**src/rtl/mpu_int_ctrl.sv**
```systemverilog
// mpu_int_ctrl: fixed-priority interrupt gate between N_CH MPU cores and the
// main processor. Each channel latches a request plus payload, stalls its MPU
// (en=0) until the host commits it, and is dispatched lowest-index-first.
// Optional build macro: MPU_INT_TIMEOUT_EN (auto-release after TIMEOUT cycles).
module mpu_int_ctrl #(
   parameter int unsigned N_CH    = 4,
   parameter int unsigned DATA_W  = 64,
   parameter int unsigned TIMEOUT = 4,
   parameter int unsigned VEC_W   = 2
) (
   input  logic                     sys_clk,
   input  logic                     sys_rst,
   input  logic [N_CH-1:0]          irq,
   input  logic [N_CH*DATA_W-1:0]   data,
   input  logic [N_CH-1:0]          mask,
   output logic [N_CH-1:0]          en,
   output logic                     host_irq,
   output logic [VEC_W-1:0]         host_vec,
   output logic [DATA_W-1:0]        host_data,
   input  logic                     host_ack,
   output logic [N_CH-1:0]          ovf,
   input  logic                     ovf_clr,
   output logic                     timeout
);

   if (VEC_W != $clog2(N_CH) || N_CH < 2 || TIMEOUT < 1) begin : g_param_check
      $error("mpu_int_ctrl: invalid parameterisation");
   end

   typedef enum logic {
      ST_IDLE  = 1'b0,
      ST_SERVE = 1'b1
   } state_t;

   state_t              r_state;
   state_t              w_state_nxt;
   logic [N_CH-1:0]     r_pend;
   logic [N_CH-1:0]     w_pend_nxt;
   logic [N_CH-1:0]     w_ld;
   logic [N_CH-1:0]     w_ovf_set;
   logic [N_CH-1:0]     w_disp;
   logic [N_CH-1:0]     r_en;
   logic [N_CH-1:0]     r_ovf;
   logic [DATA_W-1:0]   r_payload [N_CH];
   logic                r_host_irq;
   logic [VEC_W-1:0]    r_host_vec;
   logic [DATA_W-1:0]   r_host_data;
   logic                w_sel_vld;
   logic [VEC_W-1:0]    w_sel_idx;
   logic                w_expire;
   logic                w_release;

   assign w_disp    = r_pend & ~mask;
   assign en        = r_en;
   assign ovf       = r_ovf;
   assign host_irq  = r_host_irq;
   assign host_vec  = r_host_vec;
   assign host_data = r_host_data;

   // Lowest-index unmasked pending channel
   always_comb begin
      w_sel_vld = 1'b0;
      w_sel_idx = '0;
      for (int unsigned i = 0; i < N_CH; i++) begin
         if (!w_sel_vld && w_disp[i]) begin
            w_sel_vld = 1'b1;
            w_sel_idx = VEC_W'(i);
         end
      end
   end

   // FSM next state; release covers both host ack and timeout expiry
   always_comb begin
      w_state_nxt = r_state;
      w_release   = 1'b0;
      case (r_state)
         ST_IDLE: begin
            if (w_sel_vld) w_state_nxt = ST_SERVE;
         end
         ST_SERVE: begin
            if (host_ack || w_expire) begin
               w_release   = 1'b1;
               w_state_nxt = ST_IDLE;
            end
         end
         default: w_state_nxt = ST_IDLE;
      endcase
   end

   // Per-channel pending/overflow decisions; a new irq on the channel being
   // released re-arms it instead of clearing it (and is not an overflow)
   always_comb begin
      w_pend_nxt = r_pend;
      w_ld       = '0;
      w_ovf_set  = '0;
      for (int unsigned i = 0; i < N_CH; i++) begin
         if (irq[i]) begin
            if (!r_pend[i] || (w_release && r_host_vec == VEC_W'(i))) begin
               w_pend_nxt[i] = 1'b1;
               w_ld[i]       = 1'b1;
            end else begin
               w_ovf_set[i]  = 1'b1;
            end
         end else if (w_release && r_host_vec == VEC_W'(i)) begin
            w_pend_nxt[i] = 1'b0;
         end
      end
   end

   // FSM state register
   always_ff @(posedge sys_clk) begin
      if (sys_rst) r_state <= ST_IDLE;
      else         r_state <= w_state_nxt;
   end

   // Pending, enable, overflow and payload capture
   always_ff @(posedge sys_clk) begin
      if (sys_rst) begin
         r_pend <= '0;
         r_en   <= '1;
         r_ovf  <= '0;
         for (int unsigned i = 0; i < N_CH; i++) r_payload[i] <= '0;
      end else begin
         r_pend <= w_pend_nxt;
         r_en   <= ~w_pend_nxt;
         r_ovf  <= (r_ovf & ~{N_CH{ovf_clr}}) | w_ovf_set;
         for (int unsigned i = 0; i < N_CH; i++) begin
            if (w_ld[i]) r_payload[i] <= data[i*DATA_W +: DATA_W];
         end
      end
   end

   // Host-side interrupt, vector and payload
   always_ff @(posedge sys_clk) begin
      if (sys_rst) begin
         r_host_irq  <= 1'b0;
         r_host_vec  <= '0;
         r_host_data <= '0;
      end else if (r_state == ST_IDLE && w_sel_vld) begin
         r_host_irq  <= 1'b1;
         r_host_vec  <= w_sel_idx;
         r_host_data <= r_payload[w_sel_idx];
      end else if (w_release) begin
         r_host_irq  <= 1'b0;
      end
   end

`ifdef MPU_INT_TIMEOUT_EN
   localparam int unsigned CNT_W = (TIMEOUT > 1) ? $clog2(TIMEOUT) : 1;

   logic [CNT_W-1:0] r_cnt;
   logic             r_timeout;

   // Ack on the expiry edge takes precedence, so expiry requires no ack
   assign w_expire = (r_state == ST_SERVE) && !host_ack &&
                     (r_cnt == CNT_W'(TIMEOUT - 1));
   assign timeout  = r_timeout;

   // Service-time counter; held at zero in IDLE so it starts fresh each SERVE
   always_ff @(posedge sys_clk) begin
      if (sys_rst) begin
         r_cnt     <= '0;
         r_timeout <= 1'b0;
      end else begin
         r_timeout <= w_expire;
         if (r_state == ST_IDLE || w_release) r_cnt <= '0;
         else                                 r_cnt <= r_cnt + CNT_W'(1);
      end
   end
`else
   assign w_expire = 1'b0;
   assign timeout  = 1'b0;
`endif

endmodule

```
**config.mk**
```make
export PLATFORM = sky130hd
export DESIGN_NAME = mpu_int_ctrl
export DESIGN_NICKNAME = d
export VERILOG_FILES = /design/src/rtl/mpu_int_ctrl.sv
export SDC_FILE = /design/constraint.sdc
export NUM_CORES = 1
export LEC_CHECK = 0
export BUFFER_PORTS_ARGS = -buffer_cell sky130_fd_sc_hd__buf_2
export CAP_MARGIN = 20
export CELL_PAD_IN_SITES_DETAIL_PLACEMENT = 0
export CELL_PAD_IN_SITES_GLOBAL_PLACEMENT = 1
export CORE_ASPECT_RATIO = 0.75
export CORE_UTILIZATION = 39
export DETAILED_ROUTE_END_ITERATION = 7
export HOLD_SLACK_MARGIN = 0.03
export PLACE_DENSITY = 0.83
export SLEW_MARGIN = 20
export SYNTH_ARGS = -nofsm -noshare
export SYNTH_HDL_FRONTEND = slang
export SYNTH_SLANG_ARGS = --single-unit
```
**constraint.sdc**
```tcl
create_clock -name sys_clk -period 5.5 [get_ports sys_clk]
set_input_delay 1.65 -clock sys_clk [delete_from_list [all_inputs] [get_ports sys_clk]]
set_output_delay 1.65 -clock sys_clk [all_outputs]
set_load 0.02 [all_outputs]
```
-- Word level (Yosys, flattened, before mapping)
Memory sizes are Yosys's and may differ from the RTL's. A register that Yosys moved wholly into a read port is not among the register bits.
Cells that the tools add are included.
- register bits: 16
- RAM bits: 256
- logic and storage cells: 102
- memories kept: 1
- memory list (name ; depth ; width ; read ports ; clocked after memory_dff ; write ports ; line ; text):
    r_payload ; 4 ; 64 ; 1 ; 1 ; 4 ; 44 ; logic [DATA_W-1:0] r_payload [N_CH];
- eq/ne operators: 3
- muxes and demuxes: 60
- bitwise logic cells: 11
- reduce and logical (&&, ||, !) cells: 21
- operators with widths (kind ; number):
    two-way mux 64 bit ; 4
    two-way mux 1 bit ; 53
    inverter 4 bit ; 3
    AND 4 bit ; 2
    logical AND 1 bit ; 8
    logical NOT 1 bit ; 7
    equality test 2 bit (second input constant) ; 2
    logical OR 1 bit ; 4
    two-way mux 2 bit ; 2
    OR 1 bit ; 4
    OR 4 bit ; 1
    equality test 2 x 1 -> 1 bit (second input constant) ; 1
    logical NOT 2 bit ; 1
    one-hot mux 1 bit (2 select lines) ; 1
    nonzero test 2 bit ; 1
    inverter 1 bit ; 1

-- Logic depth before layout (Yosys ltp)
- word-level depth: 14
- mapped depth: 6
- depth with buffers taken out: 4

-- Least setup slack after synthesis
Ideal clock, no wire load.
- path kind: in2reg
- start point: input host_ack
- end point: memory r_payload[3][0], enable pin
- setup time: 499 ps
- data arrival time: 4970 ps
- slack: 30 ps
- cell stages on the path: 3
- path buffers: 0
- cell sequence: nand3_2 > o21a_1 > o21bai_1
- RTL lines (element ; line ; text):
    from (decl) ; 20 ; input logic host_ack,
    to (decl) ; 44 ;

-- Worst setup path in the final report
- start point: input mask[0]
- end point: register r_host_data[40], in the netlist host_data[40] (read register of r_payload)
- cells in the longest elaborated chain, start to end: 13
- elaborated cells on any way between the ends: 16
- RTL lines (element ; line ; text):
    from (decl) ; 15 ; input logic [N_CH-1:0] mask,
    inverter 4 bit (*) ; 53 ; assign w_disp = r_pend & ~mask;
    AND 4 bit (*) ; 53 ;
    two-way mux 1 bit (*) ; 65 ; if (!w_sel_vld && w_disp[i]) begin
    logical NOT 1 bit ; 65 ;
    logical AND 1 bit ; 65 ;
    two-way mux 1 bit ; 65 ;
    logical NOT 1 bit ; 65 ;
    logical AND 1 bit ; 65 ;
    two-way mux 1 bit ; 65 ;
    logical NOT 1 bit ; 65 ;
    logical AND 1 bit ; 65 ;
    two-way mux 1 bit ; 65 ;
    logical AND 1 bit ; 139 ; end else if (r_state == ST_IDLE && w_sel_vld) begin
    to (decl) ; 47 ; logic [DATA_W-1:0] r_host_data;
Mark *: on every way between the ends. The rest lies on a longest branch, timed or not.
A chain may end at the register's enable or synchronous reset.

==> impl_metrics.tcl <==
set metrics [dict create \
    fin_crit_sh_pct 61.27 \
    fin_ws_ns 2.130 \
    finalCoreUtilization_pct 48.95 \
    drv_slew 0 \
    regArea_um2 9289 \
    area_delta_synth_final_pct 23.35 \
    fin_nets 1651 \
    first_pass_iters 5 \
    post-place-ws_ns 1.398 \
    drtAntennaViolNets 0 \
    clockRootBuffer "clkbuf_16" \
    dieArea_um2 37370 \
    antenna_found_initial 7 \
    vias_per_cell 5.479 \
    drt_iter0_markers 848 \
    syn_nets 1333 \
    avgSynthCellArea_um2 13.40 \
    cpMaxStageDelayCell "nand3_4" \
    synth.distinct_cells 37 \
    cp-end-kind "flip-flop" \
    remaining_drc_errors 0 \
    start_util_pct 39.69 \
    worstPathRequired_ns 5.91 \
    synthTopCellsByArea "edfxtp_1, and2_1, dfxtp_1, a32o_1, a2bb2oi_1" \
    synth-seq-area-share_pct 65.09 \
    cap_viol_max_count 0 \
    worstSetupPathType "in2reg" \
    fin_cells 1878 \
    io_pins 344 \
    clk-insertion-delay-late_ns 0.52 \
    relSlewSlack_pct 30.56 \
    setup.worst_path.start_class "input pin" \
    final.setup_skew_ns 0.01264 \
    synth_edf_count 256 \
    cts_resized 0 \
    yosys-top-cells-count "and2_1, edfxtp_1, dfxtp_1" \
    worst-path-buf-inv 1 \
    crit_arrival_ns 3.78 \
    worstMarginPinSlew_ns 1.042 \
    grt_start_max_net_pins 66 \
    fp.dieW_um 222.9 \
    syn-cell-area_um2 14270 \
    leakagePower_nw 7.155 \
    hold_viol 0 \
    synth_seq_cells 336 \
    avgRoutedWirePerCell_um 22.17 \
    drive_above_1_share_pct 30.47 \
    grt_util_all_layers_pct 21.83 \
    clk_path_buf_depth 3 \
    timing.hold.ws_ns 0.4710 \
    io_buffers 342 \
    syn_inst 1065 \
    async_flop_share_pct 0 \
    cp_cell_sequence "buf_2 > nand2b_4 > nand3_4 > o21a_1 > a32o_1" \
    path_delay_family "simple AND/OR/NAND/NOR gates" \
    num_vias 10289 \
    max-vdd-ir-drop_uv 188.5 \
    hold_class "reg2reg" \
    clk_pin_slew_ns 0.06 \
    grt_pass1_vias 10668 \
    core_um2 35960 \
    synth_top_cell_by_area "edfxtp_1" \
    die_h_um 167.7 \
    status "finished clean" \
    ys_warn_count 0 \
    placed_cells_incl_taps 1808 \
    rrSetupSlack_ns 3.02 \
    htree_levels 2 \
    fin_setup_tns_ns 0 \
    place.gp.congestion 0.8176 \
    grt_setup_unrepaired "false" \
    overflow 0 \
    yosys_most_used_dff "edfxtp_1" \
    max_freq_mhz 296.8 \
    grt_pass1_wl_um 61940 \
    cts_buffers 36 \
    n_fill_cell 3150 \
    rows 60 \
    dpl.hpwl_um 26090 \
    cts_setup_buffers 0 \
    cts.hold.buffers_added 0 \
    wirelength_um 41640 \
    multi_input_area_um2 4598 \
    clock_sinks 336 \
    max_stage_delay_ns 0.84 \
    setup_violations 0 \
    fin_crit_ns 3.370 \
    power_density_nw_per_um2 359.8 \
    cts_tree "yes" \
    cp_max_fo 63 \
    netlist.area_leader.share_pct 53.87 \
]
-- final timing paths --
| kind | from | endpoint | cells past startpoint |
|---|---|---|---|
| worst min-delay path | host_data[17] | host_data[17] | 1 |
| worst max-delay path | mask[0] | host_data[40] | 5 |
| worst max register to register | r_state | r_payload[0][46] | 3 |
| worst min register to register | host_data[17] | host_data[17] | 1 |
-- flip-flops by register name (all words and copies together) (netlist names) --
name	cells
r_payload	256
host_data	64
en	4
ovf	4
r_pend	4
host_vec	2
host_irq	1
r_state	1
-- where the power goes --
part | total, W | internal [W] | switching, W | leakage (nW)
Clock | 0.00252 | 0.00155 | 0.000975 | 0.598
Sequential | 0.00305 | 0.00295 | 0.0000964 | 3.42
Combinational | 0.000762 | 0.000321 | 0.000441 | 3.14
-- layout by cell type, fill, tap and decap left out, types with 8 or more instances in the layout --
cell type,count
buf_2,342
o22a_1,63
and2_1,256
o21a_1,67
clkbuf_16,37
a32o_1,64
nand2_1,65
edfxtp_1,256
a21oi_1,9
clkbuf_1,11
a2bb2oi_1,63
nor2_1,10
inv_1,8
buf_4,16
dfxtp_1,80
-- per-layer routing --
layer  vias to the layer above  GRT usage [%]  routed length [um]
li1                       4622              -                   -
met1                      5079          28.84               17640
met2                       508          36.30               19750
met3                        72          5.018                3499
met4                         8          5.307                 692
met5                         -              0                  51
-- stage by stage --
step / cell area, um^2 / power [W]
5_1_grt: 17600 / 0.006540
3_3_place_gp: 16330 / 0.003841
4_1_cts: 17570 / 0.006369
2_1_floorplan: 14270 / 0.003535
6_report: 17600 / 0.006333
3_5_place_dp: 16330 / 0.003864
-- worst reg2reg max path: stages (launching register included) --
cell and delay (ns):
dfxtp_1 0.60, nand2_1 0.22, o31ai_1 0.37, a21o_4 0.87
-- kinds of logic after synthesis --
family,synth area share (%)
simple gates,14.80
flops,65.09
other cells,0.02628
buf+inv,3.253
compound gates,16.83
-- final cells by class --
cell class                 count  share of cell area, %
antenna                        2                0.02843
clock buffer                  53                  5.885
clock inverter                13                  1.137
inverter                       8                 0.1706
multi-input combinational    641                  26.12
sequential                   336                  52.77
tap                          465                  3.305
timing repair buffer         360                  10.58
No activity file was read; power rests on OpenSTA's default activity.
